File: src/rtl/serial_adder_pkg.sv
// rtl/serial_adder_pkg.sv - shared state encoding and counter sizing for serial_adder
package serial_adder_pkg;

    localparam int ST_W = 2;

    typedef enum logic [ST_W-1:0] {
        S_IDLE  = 2'b00,
        S_SHIFT = 2'b01,
        S_DONE  = 2'b10
    } state_t;

    // Bit counter only has to reach WIDTH-1, so $clog2(WIDTH) bits suffice.
    function automatic int cnt_width(input int w);
        return (w > 1) ? $clog2(w) : 1;
    endfunction

endpackage

File: src/rtl/fa.sv
// rtl/fa.sv - single-bit full adder
module fa (
    input  logic a,
    input  logic b,
    input  logic cin,
    output logic sum,
    output logic cout
);

    assign sum  = a ^ b ^ cin;
    assign cout = (a & b) | (cin & (a ^ b));

endmodule

File: src/rtl/serial_adder.sv
// rtl/serial_adder.sv - bit-serial WIDTH-bit adder driving one full adder LSB-first
module serial_adder
    import serial_adder_pkg::*;
#(
    parameter int WIDTH = 8
) (
    input  logic             clk,
    input  logic             rst_n,
    input  logic             start,
    input  logic [WIDTH-1:0] a,
    input  logic [WIDTH-1:0] b,
    input  logic             cin,
    output logic             busy,
    output logic             done,
    output logic [WIDTH-1:0] sum,
    output logic             cout
);

    localparam int CW = cnt_width(WIDTH);

    state_t             state_q, state_d;
    logic [WIDTH-1:0]   a_q, a_d;
    logic [WIDTH-1:0]   b_q, b_d;
    logic [WIDTH-2:0]   acc_q, acc_d;
    logic [WIDTH-1:0]   sum_q, sum_d;
    logic [CW-1:0]      cnt_q, cnt_d;
    logic               carry_q, carry_d;
    logic               cout_q, cout_d;
    logic               busy_q, busy_d;
    logic               done_q, done_d;
    logic               fa_sum, fa_cout;
    logic [WIDTH-1:0]   acc_next;

    fa u_fa (
        .a    (a_q[0]),
        .b    (b_q[0]),
        .cin  (carry_q),
        .sum  (fa_sum),
        .cout (fa_cout)
    );

    // acc holds the WIDTH-1 bits already produced; with the current fa bit on top it is the full sum.
    assign acc_next = {fa_sum, acc_q};

    always_comb begin
        state_d = state_q;
        a_d     = a_q;
        b_d     = b_q;
        acc_d   = acc_q;
        sum_d   = sum_q;
        cnt_d   = cnt_q;
        carry_d = carry_q;
        cout_d  = cout_q;
        case (state_q)
            S_IDLE, S_DONE: begin
                if (start) begin
                    a_d     = a;
                    b_d     = b;
                    carry_d = cin;
                    cnt_d   = '0;
                    acc_d   = '0;
                    state_d = S_SHIFT;
                end else begin
                    state_d = S_IDLE;
                end
            end
            S_SHIFT: begin
                acc_d   = acc_next[WIDTH-1:1];
                carry_d = fa_cout;
                a_d     = a_q >> 1;
                b_d     = b_q >> 1;
                if (cnt_q == CW'(WIDTH - 1)) begin
                    sum_d   = acc_next;
                    cout_d  = fa_cout;
                    state_d = S_DONE;
                end else begin
                    cnt_d = cnt_q + 1'b1;
                end
            end
            default: state_d = S_IDLE;
        endcase
        busy_d = (state_d == S_SHIFT);
        done_d = (state_d == S_DONE);
    end

    always_ff @(posedge clk or negedge rst_n) begin
        if (!rst_n) begin
            state_q <= S_IDLE;
            a_q     <= '0;
            b_q     <= '0;
            acc_q   <= '0;
            sum_q   <= '0;
            cnt_q   <= '0;
            carry_q <= 1'b0;
            cout_q  <= 1'b0;
            busy_q  <= 1'b0;
            done_q  <= 1'b0;
        end else begin
            state_q <= state_d;
            a_q     <= a_d;
            b_q     <= b_d;
            acc_q   <= acc_d;
            sum_q   <= sum_d;
            cnt_q   <= cnt_d;
            carry_q <= carry_d;
            cout_q  <= cout_d;
            busy_q  <= busy_d;
            done_q  <= done_d;
        end
    end

    assign busy = busy_q;
    assign done = done_q;
    assign sum  = sum_q;
    assign cout = cout_q;

endmodule

File: config.mk
export PLATFORM = sky130hd
export DESIGN_NAME = serial_adder
export DESIGN_NICKNAME = d
export VERILOG_FILES = /design/src/rtl/serial_adder_pkg.sv /design/src/rtl/fa.sv /design/src/rtl/serial_adder.sv
export SDC_FILE = /design/constraint.sdc
export NUM_CORES = 1
export LEC_CHECK = 0
export ABC_AREA = 1
export CAP_MARGIN = 10
export CELL_PAD_IN_SITES_DETAIL_PLACEMENT = 1
export CELL_PAD_IN_SITES_GLOBAL_PLACEMENT = 1
export CORE_MARGIN = 3
export CORE_UTILIZATION = 39
export CTS_CLUSTER_SIZE = 30
export DETAILED_ROUTE_END_ITERATION = 8
export GPL_ROUTABILITY_DRIVEN = 1
export PLACE_DENSITY = 0.9
export SYNTH_ARGS = -nofsm -noshare
export SYNTH_HDL_FRONTEND = slang
export SYNTH_SLANG_ARGS = --single-unit
File: constraint.sdc
create_clock -name clk -period 1.71 [get_ports clk]
set_clock_uncertainty 0.05 [all_clocks]
set_input_delay 0.342 -clock clk [delete_from_list [all_inputs] [get_ports clk]]
set_output_delay 0.342 -clock clk [all_outputs]
set_load 0.005 [all_outputs]
==> results of run 1 <==
==> layer usage <==
layer	GRT usage [%]	up-vias
met3	4.73	5
met5	0	-
li1	-	757
met4	4.71	0
met2	30.2	20
met1	21.6	762
==> registers in the layout (all words and copies together) (netlist names) <==
register  count
b_q           8
carry_q       1
busy          1
cout          1
sum           8
a_q           8
done          1
acc_q         7
state_q       2
cnt_q         3
==> synth_stat cells <==
library cell,n,area (µm²)
nand2_2,1,6.26
o21ai_2,9,78.8
o21ai_0,4,20.0
inv_4,1,6.26
or2_2,1,6.26
clkbuf_1,1,3.75
fa_1,1,20.0
nand3b_1,1,7.51
nor2_4,1,11.3
buf_6,4,45.0
inv_1,45,169
buf_4,2,15.0
nand3_1,32,160
ha_1,2,25.0
buf_2,2,10.0
inv_2,2,7.51
dfrtp_1,40,1000
o21ai_1,5,25.0
nand2_1,71,267
nand2_4,3,33.8
==> layout make-up <==
class                           instances  area, µm²
Inverter                               48        183
Tap cell                               65       81.3
Clock buffer                            5       68.8
Sequential cell                        40       1000
Multi-Input combinational cell        131        661
Fill cell                             531       2100
Timing Repair Buffer                   38        383
Clock inverter                          2       60.1
==> power by group through the flow <==
stage,sequential [mW],combinational [mW],clock [mW]
5_1_grt,1.70,2.33,0.970
2_1_floorplan,1.58,1.41,0
6_report,1.65,2.04,0.909
3_5_place_dp,1.65,2.02,0
3_3_place_gp,1.63,1.91,0
4_1_cts,1.65,2.08,0.925
==> kinds of logic after synthesis <==
family,share of synthesized area [%]
buffers and inverters,13.4
adders and majority gates,2.35
AOI/OAI and AO/OA,6.46
DFF,52.2
and+or+nand+nor,25.6
==> tightest hold or removal path: cells and delay by family, from the launching register on <==
kind	cells	cell delay, ns
flops	1	0.35
simple gates	1	0.06
compound gates	1	0.05
==> worst paths after layout <==
| path | endpoint | slack [ns] | cells past startpoint |
|---|---|---|---|
| min | sum[1] | 0.44 | 2 |
| min reg2reg | sum[1] | 0.44 | 2 |
| min in group asynchronous | sum[4] | 0.48 | 2 |
| max | sum[6] | 0.13 | 1 |
| max reg2reg | cnt_q[0] | 0.21 | 6 |
| max in group asynchronous | a_q[6] | 0.65 | 3 |
==> stage by stage <==
step           instances  setup slack, ns
4_1_cts              329            0.123
6_report             329            0.132
2_1_floorplan        228            0.362
3_3_place_gp         321            0.133
5_1_grt              329           0.0813
3_5_place_dp         321            0.103
==> what timing repair did <==
item                      in CTS  in global routing
hold buffers                   1                  0
hold endpoints to repair      19                  0
resized for setup              0                  0
==> impl_metrics.tcl, run 1 <==
set metrics [dict create \
    p_per_area_nw_per_um2 1890 \
    fp-row-count 24 \
    netlist_area_um2 1920 \
    wl_per_cell_um 14.0 \
    whs_ns 0.438 \
    crit_arrival_ns 1.19 \
    fp.dieW_um 76.1 \
    crit_buf_inv 1 \
    top_layer "met4" \
    syn_nets 251 \
    crit_chain "clkdlybuf4s50_1" \
    route.met2.wl_mm 2.38 \
    clockPowerShare_pct 19.8 \
    slew_headroom_pct 67.6 \
    htree_levels 2 \
    maxCapViolations 0 \
    final_cell_mix "71 x nand2_1, 45 x inv_1, 40 x dfrtp_1, 32 x nand3_1, 29 x clkdlybuf4s50_1" \
    drc 0 \
    layout-drive-gt1-share_pct 12.5 \
    vdd_drop_max_mv 0.738 \
    cp_max_fo 2 \
    min_path_type "reg -> reg" \
    post_cts_buffers 0 \
    layout_commonest_cell "nand2_1" \
    yosys_warnings 0 \
    p_int_mw 2.83 \
    hpwl_mm 3.09 \
    postLayoutCoreUtil_pct 53.8 \
    cts_made_buffers 5 \
    switchingPower_mw 1.77 \
    wl_met1_mm 2.03 \
    dr.first_iter.drc_count 122 \
    p_seq_share_pct 35.8 \
    placed_area_um2 2300 \
    criticalPathCategory "reg -> out" \
    final_nets 287 \
    fp.coreArea_um2 4530 \
    worstSkewPairLatency_ns 0.30 \
    critPathTopFamily "buffers and inverters" \
    vias 1544 \
    start_kind "flop" \
    syn_avg_cell_area_um2 8.41 \
    required_ns 1.32 \
    synth-seq-cells 40 \
    antenna_found_initial 0 \
    status "finished clean" \
    postRouteAntennaNets 0 \
    cts.root.buffer_cell "clkbuf_8" \
    critPathLaunch "sum[6]" \
    rsz0062_at_grt "false" \
    antennaDiodeCount 0 \
    die_h_um 76.1 \
    design.die.area_um2 5800 \
    reg2reg_from "cnt_q[0]" \
    grt_pass1_vias 1663 \
    swShare_pct 38.4 \
    crit_path_end_kind "output port" \
    postSynthCellCount 228 \
    initial_core_util_pct 42.3 \
    fmax_ghz 0.634 \
    min_period_over_period_pct 92.3 \
    place.gp.congestion 0.714 \
    p_total_mw 4.60 \
    hold_path_startpoint "sum[1]" \
    drv_slew 0 \
    cp_slowest_cell "clkdlybuf4s50_1" \
    tritoncts "yes" \
    grt_max_degree 22 \
    drt-total-wl_mm 4.61 \
    fin_tns_setup_ns 0 \
    hold_violations 0 \
    fin_area_um2 2440 \
    p_leak_nw 1.30 \
    finalCriticalPeriod_ns 1.58 \
    port-buffer-count 30 \
    grt_pass1_wl_mm 8.13 \
    setup_viol 0 \
    combPwrFrac_pct 44.4 \
    cts_max_path_buffers 2 \
    clock-sinks 40 \
    synth-seq-area-share_pct 52.2 \
    io_pins 31 \
    first_pass_iters 4 \
    grt_use_total_pct 17.5 \
    syn_to_final_growth_pct 27.1 \
    grt-ovfl-total 0 \
    netlist-cell-type-count 20 \
    max_stage_delay_ns 0.52 \
    viasPerCell 4.69 \
    met3WireLength_um 162 \
    clk_pin_slew_ns 0.08 \
    worst_pin_slew_ns 0.485 \
]
(Power assumes the default switching activity.)
==> run 2, diff against run 1 <==
--- a/config.mk
+++ b/config.mk
@@ -6,7 +6,7 @@
 export NUM_CORES = 1
 export LEC_CHECK = 0
 export ABC_AREA = 1
-export CAP_MARGIN = 10
+export CAP_MARGIN = 20
 export CELL_PAD_IN_SITES_DETAIL_PLACEMENT = 1
 export CELL_PAD_IN_SITES_GLOBAL_PLACEMENT = 1
 export CORE_MARGIN = 3
==> results of run 2 <==
The final DEF is identical to that of run 1; final timing and power are the same.
==> run 3, diff against run 2 <==
--- a/config.mk
+++ b/config.mk
@@ -15,6 +15,7 @@
 export DETAILED_ROUTE_END_ITERATION = 8
 export GPL_ROUTABILITY_DRIVEN = 1
 export PLACE_DENSITY = 0.9
+export SLEW_MARGIN = 20
 export SYNTH_ARGS = -nofsm -noshare
 export SYNTH_HDL_FRONTEND = slang
 export SYNTH_SLANG_ARGS = --single-unit
==> results of run 3 <==
The final DEF is identical to that of run 1; final timing and power are the same.
